### src/rtl/aes256_inv_key_sched.sv
// AES-256 key expansion at one round key per clock. Keys are served in decryption order
// through a registered read port, with optional InvMixColumns for the equivalent inverse cipher.
module aes256_inv_key_sched #(
  parameter bit EQUIV_INV = 1'b0
) (
  input  logic         clk,
  input  logic         rst,
  input  logic [255:0] key_in,
  input  logic         key_load,
  output logic         busy,
  output logic         ready,
  input  logic         rd_en,
  input  logic [3:0]   rd_round,
  output logic [127:0] rk_out,
  output logic         rk_valid
);

  typedef enum logic [1:0] {IDLE, EXPAND, DONE} state_t;

  localparam logic [0:255][7:0] SBOX = {
    128'h637c777bf26b6fc53001672bfed7ab76, 128'hca82c97dfa5947f0add4a2af9ca472c0,
    128'hb7fd9326363ff7cc34a5e5f171d83115, 128'h04c723c31896059a071280e2eb27b275,
    128'h09832c1a1b6e5aa0523bd6b329e32f84, 128'h53d100ed20fcb15b6acbbe394a4c58cf,
    128'hd0efaafb434d338545f9027f503c9fa8, 128'h51a3408f929d38f5bcb6da2110fff3d2,
    128'hcd0c13ec5f974417c4a77e3d645d1973, 128'h60814fdc222a908846eeb814de5e0bdb,
    128'he0323a0a4906245cc2d3ac629195e479, 128'he7c8376d8dd54ea96c56f4ea657aae08,
    128'hba78252e1ca6b4c6e8dd741f4bbd8b8a, 128'h703eb5664803f60e613557b986c11d9e,
    128'he1f8981169d98e949b1e87e9ce5528df, 128'h8ca1890dbfe6426841992d0fb054bb16
  };

  function automatic logic [31:0] sub_word(input logic [31:0] w);
    return {SBOX[w[31:24]], SBOX[w[23:16]], SBOX[w[15:8]], SBOX[w[7:0]]};
  endfunction

  function automatic logic [7:0] xtime(input logic [7:0] b);
    return {b[6:0], 1'b0} ^ (b[7] ? 8'h1b : 8'h00);
  endfunction

  // 0e/0b/0d/09 built from x2, x4, x8 so each column shares one xtime chain per byte
  function automatic logic [31:0] inv_mix_col(input logic [31:0] c);
    logic [7:0] a [4];
    logic [7:0] x2 [4];
    logic [7:0] x4 [4];
    logic [7:0] x8 [4];
    logic [7:0] m9 [4];
    logic [7:0] mb [4];
    logic [7:0] md [4];
    logic [7:0] me [4];
    for (int i = 0; i < 4; i++) begin
      a[i]  = c[31-8*i -: 8];
      x2[i] = xtime(a[i]);
      x4[i] = xtime(x2[i]);
      x8[i] = xtime(x4[i]);
      m9[i] = x8[i] ^ a[i];
      mb[i] = x8[i] ^ x2[i] ^ a[i];
      md[i] = x8[i] ^ x4[i] ^ a[i];
      me[i] = x8[i] ^ x4[i] ^ x2[i];
    end
    return {me[0] ^ mb[1] ^ md[2] ^ m9[3],
            m9[0] ^ me[1] ^ mb[2] ^ md[3],
            md[0] ^ m9[1] ^ me[2] ^ mb[3],
            mb[0] ^ md[1] ^ m9[2] ^ me[3]};
  endfunction

  function automatic logic [127:0] inv_mix_key(input logic [127:0] k);
    logic [127:0] r;
    for (int c = 0; c < 4; c++) r[127-32*c -: 32] = inv_mix_col(k[127-32*c -: 32]);
    return r;
  endfunction

  state_t         state_q, state_d;
  logic [3:0]     k_q;
  logic [255:0]   win_q;
  logic [127:0]   rk_mem [15];

  logic [31:0]    p [8];
  logic [31:0]    temp;
  logic [7:0]     rcon;
  logic [31:0]    w0, w1, w2, w3;

  logic           rd_acc_p0;
  logic [3:0]     rd_idx_p0;
  logic [127:0]   rd_key_p0;

  always_ff @(posedge clk or posedge rst) begin
    if (rst) begin
      state_q <= IDLE;
      k_q     <= 4'd0;
    end else begin
      state_q <= state_d;
      if (key_load)              k_q <= 4'd2;
      else if (state_q == EXPAND) k_q <= k_q + 4'd1;
    end
  end

  always_comb begin
    state_d = state_q;
    case (state_q)
      IDLE:    if (key_load) state_d = EXPAND;
      EXPAND:  if (key_load) state_d = EXPAND;
               else if (k_q == 4'd14) state_d = DONE;
      DONE:    if (key_load) state_d = EXPAND;
      default: state_d = IDLE;
    endcase
  end

  assign busy  = (state_q == EXPAND);
  assign ready = (state_q == DONE);

  // Expansion stage: next round key from the two-key window
  always_comb begin
    for (int i = 0; i < 8; i++) p[i] = win_q[255-32*i -: 32];
    rcon = 8'h01 << (k_q[3:1] - 3'd1);
    if (!k_q[0]) temp = sub_word({p[7][23:0], p[7][31:24]}) ^ {rcon, 24'h0};
    else         temp = sub_word(p[7]);
    w0 = p[0] ^ temp;
    w1 = p[1] ^ w0;
    w2 = p[2] ^ w1;
    w3 = p[3] ^ w2;
  end

  always_ff @(posedge clk) begin
    if (key_load) begin
      rk_mem[0] <= key_in[255:128];
      rk_mem[1] <= key_in[127:0];
      win_q     <= key_in;
    end else if (state_q == EXPAND) begin
      rk_mem[k_q] <= {w0, w1, w2, w3};
      win_q       <= {win_q[127:0], w0, w1, w2, w3};
    end
  end

  // Read stage p0: select in decryption order, optional InvMixColumns on middle rounds
  always_comb begin
    rd_acc_p0 = rd_en && (state_q == DONE) && !key_load;
    rd_idx_p0 = 4'd14 - rd_round;
    rd_key_p0 = '0;
    if (rd_round <= 4'd14) begin
      rd_key_p0 = rk_mem[rd_idx_p0];
      if (EQUIV_INV && rd_round != 4'd0 && rd_round != 4'd14) rd_key_p0 = inv_mix_key(rd_key_p0);
    end
  end

  always_ff @(posedge clk or posedge rst) begin
    if (rst) begin
      rk_valid <= 1'b0;
      rk_out   <= '0;
    end else begin
      rk_valid <= rd_acc_p0;
      if (rd_acc_p0) rk_out <= rd_key_p0;
    end
  end

endmodule

### config.mk
export PLATFORM = sky130hd
export DESIGN_NAME = aes256_inv_key_sched
export DESIGN_NICKNAME = d
export VERILOG_FILES = /design/src/rtl/aes256_inv_key_sched.sv
export SDC_FILE = /design/constraint.sdc
export NUM_CORES = 2
export LEC_CHECK = 0
export ABC_AREA = 1
export BUFFER_PORTS_ARGS = -buffer_cell sky130_fd_sc_hd__buf_2
export CAP_MARGIN = 20
export CORE_AREA = 2 2 533 535
export DETAILED_ROUTE_END_ITERATION = 8
export DIE_AREA = 0 0 535 537
export PLACE_DENSITY = 0.56
export SYNTH_ARGS = -nofsm -noshare
export SYNTH_HDL_FRONTEND = slang
export SYNTH_SLANG_ARGS = --single-unit
### constraint.sdc
create_clock -name clk -period 11.9 [get_ports clk]
set_input_delay 1.19 -clock clk [delete_from_list [all_inputs] [get_ports clk]]
set_output_delay 1.19 -clock clk [all_outputs]
set_load 0.02 [all_outputs]
### Word-level counts from Yosys, hierarchy flattened

Memory sizes are Yosys's and may differ from the RTL's.
Index checks and enable logic that the tools add are counted.

* register bits: 391
* bits in writable memories: 1920
* memory bits (read-only): 8192
* bits of input ports: 264
* output and inout port bits: 131
* logic and storage cells: 67
* memories kept: 5

Memory list
* (name not given): words 256, bits a word 8, rd ports 1, clocked after Yosys merged registers in 0, write ports 0, RTL line 32 `return {SBOX[w[31:24]], SBOX[w[23:16]], SBOX[w[15:8]], SBOX[w[7:0]]};`
* (name not given): words 256, bits a word 8, rd ports 1, clocked after Yosys merged registers in 0, write ports 0, RTL line 32
* (name not given): words 256, bits a word 8, rd ports 1, clocked after Yosys merged registers in 0, write ports 0, RTL line 32
* (name not given): words 256, bits a word 8, rd ports 1, clocked after Yosys merged registers in 0, write ports 0, RTL line 32
* rk_mem: words 15, bits a word 128, rd ports 1, clocked after Yosys merged registers in 0, write ports 2, RTL line 74 `logic [127:0] rk_mem [15];`

* add/sub/neg operators: 3
* $lt $le $gt $ge: 5
* equal/unequal tests: 5
* shifts and indexed selects: 1
* muxes and demuxes: 26
* bitwise operators: 9
* reduce and logical (&&, ||, !) cells: 8

Operators by type and width (count)
* 256-bit 2-to-1 mux: 2
* 128-bit 2-to-1 mux: 2
* 32-bit bitwise XOR: 5
* 128-bit OR reduction: 1
* 8-bit 2-to-1 mux: 8
* 9-bit >= comparator, second input constant: 4
* 8-bit NOT with 9-bit output: 4
* 32-bit 2-to-1 mux: 1
* 4-bit 2-to-1 mux: 3
* 1-bit by 3-bit left shift with 8-bit output, first input constant: 1
* 1-bit 2-to-1 mux: 6
* 2-bit 2-to-1 mux: 3
* 4-bit by 1-bit adder with 4-bit output, second input constant: 1
* 4-bit == test, second input constant: 1
* 4-bit less-or-equal comparator, second input constant: 1
* 2-bit case mux with 2 select lines: 1
* 4-bit subtractor, first input constant: 1
* 3-bit by 2-bit != test with 1-bit output, second input constant: 1
* 3-bit by 1-bit subtractor with 3-bit output, second input constant: 1
* 2-bit by 1-bit == test with 1-bit output, second input constant: 1
* 2-bit == test, second input constant: 1
* 1-bit logical AND: 2
* 2-bit zero test: 1
* 2-bit by 1-bit != test with 1-bit output, second input constant: 1
* other kinds (4): 4

### Logic depth before layout (Yosys ltp)

* depth in word-level cells: 12
* gate-level depth with buffers: 26
* gate-level depth less buffers: 25

### Worst setup path after synthesis

OpenSTA, ideal clock, no wires.

* path kind: input-to-reg
* from: in key_load
* to: mem rk_mem[3][0], enable pin
* library setup time: 0.773 ns
* arrival: 10.448 ns
* required time: 11.127 ns
* path slack: 0.679 ns
* cell stages on the path: 4
* path buffers: 3
* path through: clkbuf_1 clkbuf_1 clkbuf_1 nor3_1

RTL lines
* from (decl): RTL line 9 `input logic key_load,`
* to (decl): RTL line 74

==> results by group <==
STA
  • Skew final: 0.06953 ns
  • RSZ-0062 raised after global routing: no
  • Transition time of the tightest slew-check pin: 1.242 ns
  • Worst setup slack after layout: 5.215 ns
  • Final Hold Fails: 0
  • Post-route clock period utilization: 56.17%
  • Max Slew Vio Count: 0
  • Setup Viol. Count Final: 0
  • Relative slew margins: 17.18%
  • Accumulated negative setup slack: 0 ns
  • Time the final worst path needs with I/O delays and setup: 6.685 ns
  • Maximum frequency from static timing analysis: 149.6 MHz

Placed design
  • Port Buffer Count: 394
  • Post-placement worst setup slack: 5.547 ns
  • HPWL after detailed placement: 322900 um
  • Routability congestion estimate: 1.025
  • Total placed instance area: 117500 sq um

Clocking
  • Clock input transition at the sequential cells of the worst setup and hold paths: 0.06 ns
  • Post-CTS setup-driven buffer insertion count: 0
  • Number of gates given a new drive strength after cts: 0
  • Hold buffer count at CTS: 0
  • H-tree depth: 5
  • Clock tree root driver cell: sky130_fd_sc_hd__clkbuf_16
  • Sink Count: 2439
  • Clock latency on the worst-skew pair: 0.92 ns
  • Max clock buf depth: 4
  • TritonCTS clock tree: built
  • TritonCTS buffer count: 269

Global route
  • Pin count of the biggest net entering global routing: 196
  • Overall fraction of global-route tracks in use: 33.91%
  • Global-route wire length before repair: 687300 um
  • Via count of the first global-routing pass: 85060
  • Total overflow reported by the global router: 0
  • Number of antenna violations at the first check in global routing: 110

Detailed routing
  • Number of vias after detailed routing: 91170
  • Wirelength per Cell: 33.72 um
  • Number of antenna-violating nets in the routed design: 0
  • Detailed-route DRC error count: 0
  • Number of search-and-repair iterations in the first detailed-routing pass: 9
  • Per-cell via count in the routed design: 6.148
  • Wirelength, routed: 500100 um
  • Drt initial violations: 13280

Finish
  • Final-stage net count: 11150
  • Share of post-route cells with drive strength above 1: 10.20%
  • Layout-stage area growth over the synthesis result: 12.75%
  • Finished Cell Area: 126300 sq um
  • Final standard cell utilization of the core: 44.89%

Logic synthesis
  • Count of distinct cell types in the synthesized netlist: 44
  • Most used flip-flop cell after synthesis: sky130_fd_sc_hd__edfxtp_1
  • Cell types with the largest area share after synthesis: sky130_fd_sc_hd__edfxtp_1 (62%), sky130_fd_sc_hd__nand2_1 (10%), sky130_fd_sc_hd__nand3_1 (5.1%)
  • Number of warnings issued by yosys: 0
  • Mapped cell area: 112000 sq um
  • Top cell type by total area after synthesis: sky130_fd_sc_hd__edfxtp_1
  • Number of synthesized register bits: 2439
  • Leading post-synthesis cells by instance count: sky130_fd_sc_hd__nand2_1 (3121), sky130_fd_sc_hd__edfxtp_1 (2304), sky130_fd_sc_hd__nand3_1 (1151), sky130_fd_sc_hd__a21oi_1 (916), sky130_fd_sc_hd__clkbuf_1 (581)
  • Synth Area per Inst: 10.46 sq um
  • Most repeated cell in the gate-level netlist after synthesis: sky130_fd_sc_hd__nand2_1
  • Yosys top cell area share: 61.77%
  • EDFF count, synth: 2304
  • Mapped Nets: 11040
  • Syn Inst Count: 10710
  • Sequential area share after synthesis: 64.78%
  • Share of flip-flops with an asynchronous set or reset: 5.535%

Setup path
  • Setup slack on the worst flop-to-flop path: 5.22 ns
  • Startpoint types: flop
  • Origin of the critical flop-to-flop path: p[18]
  • Worst Path Arrival: 7.25 ns
  • Worst Reg2Reg Path Length in Cells: 18
  • Highest fanout seen on the critical path: 41
  • Crit end category: flop
  • WP data required: 12.46 ns
  • Startpoint-to-endpoint class of the critical path: reg2reg
  • End of the worst register-to-register path: rk_mem[14][22]

Pwr
  • Peak VDD IR: 0.1556 mV
  • Internal power: 20.37 mW
  • Gate power share: 40.2%
  • Leakage power figure: 46.95 nW
  • Net switching power: 15.98 mW
  • Power share of the sequential group: 37.0%
  • Clock network fraction of design power: 22.8%
  • Switching share of power: 43.96%
  • Cell Pwr Density: 287.9 nW/um^2

Floorplan
  • Site Rows: 195
  • Ports: 395
  • Initial standard-cell utilization of the core: 39.82%
  • Die width: 535 um
  • Die height: 537 um
  • Core region area: 281300 sq um
  • Die Outline Area: 287300 sq um

Job
  • Number of violations of the max-capacitance limit: 0

Worst hold path
  • Tightest Hold Check Type: in2async

Status
  • Run status: completed
==> worst max path at each step <==
| stage | startpoint | to | slack [ns] |
|---|---|---|---|
| 6_report | p[18] | rk_mem[14][22] | 5.22 |
| 5_1_grt | p[18] | rk_mem[13][22] | 5.16 |
| 4_1_cts | p[18] | rk_mem[12][22] | 5.53 |
| 3_5_place_dp | p[18] | rk_mem[14][22] | 5.55 |
| 3_3_place_gp | p[18] | rk_mem[9][22] | 5.55 |
| 2_1_floorplan | key_load | rk_mem[3][0] | 0.68 |
==> power by group through the flow <==
stage               sequential [mW]  combinational (mW)  clock, mW
floorplan                      13.5                7.76          0
global placement               13.6                14.2          0
detailed placement             13.6                14.1          0
CTS                            13.4                14.1       8.37
global route                   13.5                15.3       8.71
finish                         13.4                14.6       8.29
==> cell usage in the layout (no fill, tap or decap), types with 32 or more instances in the layout <==
cell	synthesis	final
sky130_fd_sc_hd__o211ai_1	83	83
sky130_fd_sc_hd__o21ai_0	446	445
sky130_fd_sc_hd__edfxtp_1	2304	2304
sky130_fd_sc_hd__diode_2	0	48
sky130_fd_sc_hd__and2_1	32	32
sky130_fd_sc_hd__inv_1	351	345
sky130_fd_sc_hd__nand2_2	101	101
sky130_fd_sc_hd__clkinv_1	11	49
sky130_fd_sc_hd__ha_1	68	67
sky130_fd_sc_hd__nor3_1	62	55
sky130_fd_sc_hd__nand3_1	1151	1150
sky130_fd_sc_hd__clkbuf_16	0	273
sky130_fd_sc_hd__nand3b_1	34	34
sky130_fd_sc_hd__buf_4	21	163
sky130_fd_sc_hd__a31oi_1	107	107
sky130_fd_sc_hd__a311oi_1	179	179
sky130_fd_sc_hd__nor2_1	320	310
sky130_fd_sc_hd__nand2_1	3121	3119
sky130_fd_sc_hd__a221oi_1	311	311
sky130_fd_sc_hd__o31ai_1	120	120
sky130_fd_sc_hd__dfrtp_1	135	135
sky130_fd_sc_hd__buf_2	75	392
sky130_fd_sc_hd__clkbuf_1	581	70
sky130_fd_sc_hd__a21oi_1	916	916
sky130_fd_sc_hd__clkinv_2	0	44
==> layout make-up <==
cell class,instances,area [sq um]
multi-input combinational,7150,35150
fill,26400,155000
sequential,2439,72560
antenna,48,120.1
clock inverter,128,1267
clock buffer,364,7383
inverter,379,1478
tap,3743,4683
timing repair buffer,579,3642
==> per-layer routing <==
layer,part of all wire [%],global-route usage (%),routed length [um]
met1,41,47.17,203900
met2,43,49.88,215300
met3,11,8.804,55170
met4,5.1,15.02,25270
met5,0.11,0,574
==> per-stage QoR <==
| step | std cells | hold slack, ns | power (mW) |
|---|---|---|---|
| final | 14830 | 0.3213 | 36.35 |
| after global routing | 14800 | 0.3102 | 37.47 |
| after CTS | 14780 | 0.3112 | 35.93 |
| after detailed placement | 14290 | 0.4632 | 27.69 |
| after global placement | 14290 | 0.4623 | 27.72 |
| after floorplan | 10710 | 0.4632 | 21.22 |
==> flip-flops by register name, summed over array words and instances (netlist names) <==
signal,count
state_q,2
rk_out,128
rk_valid,1
k_q,4
rk_mem,2048
p,256
==> cell families after synthesis <==
group / share of synthesized area, %
simple gates: 18.11
flops: 64.78
compound gates: 12.35
buf+inv: 3.986
fa+ha+maj: 0.7596
xor+xnor: 0.01564
==> worst max-delay path, cell delays in order (launching register included) <==
cell,delay (ns)
sky130_fd_sc_hd__edfxtp_1,0.34
sky130_fd_sc_hd__buf_4,0.48
sky130_fd_sc_hd__inv_1,0.54
sky130_fd_sc_hd__buf_4,0.39
sky130_fd_sc_hd__nand2_1,0.25
sky130_fd_sc_hd__nand3_1,0.30
sky130_fd_sc_hd__a21boi_0,0.58
sky130_fd_sc_hd__nor2_1,0.12
sky130_fd_sc_hd__nand3_1,0.10
sky130_fd_sc_hd__nand3_1,0.32
sky130_fd_sc_hd__nand3_1,0.43
sky130_fd_sc_hd__nand3_1,0.21
sky130_fd_sc_hd__nand2_2,0.39
sky130_fd_sc_hd__nand2_1,0.18
sky130_fd_sc_hd__nand2_2,0.30
sky130_fd_sc_hd__nand2_1,0.17
sky130_fd_sc_hd__nand2_2,0.36
sky130_fd_sc_hd__nand2_1,0.40
sky130_fd_sc_hd__and2_1,0.43
Power figures use the tool's default switching activity.
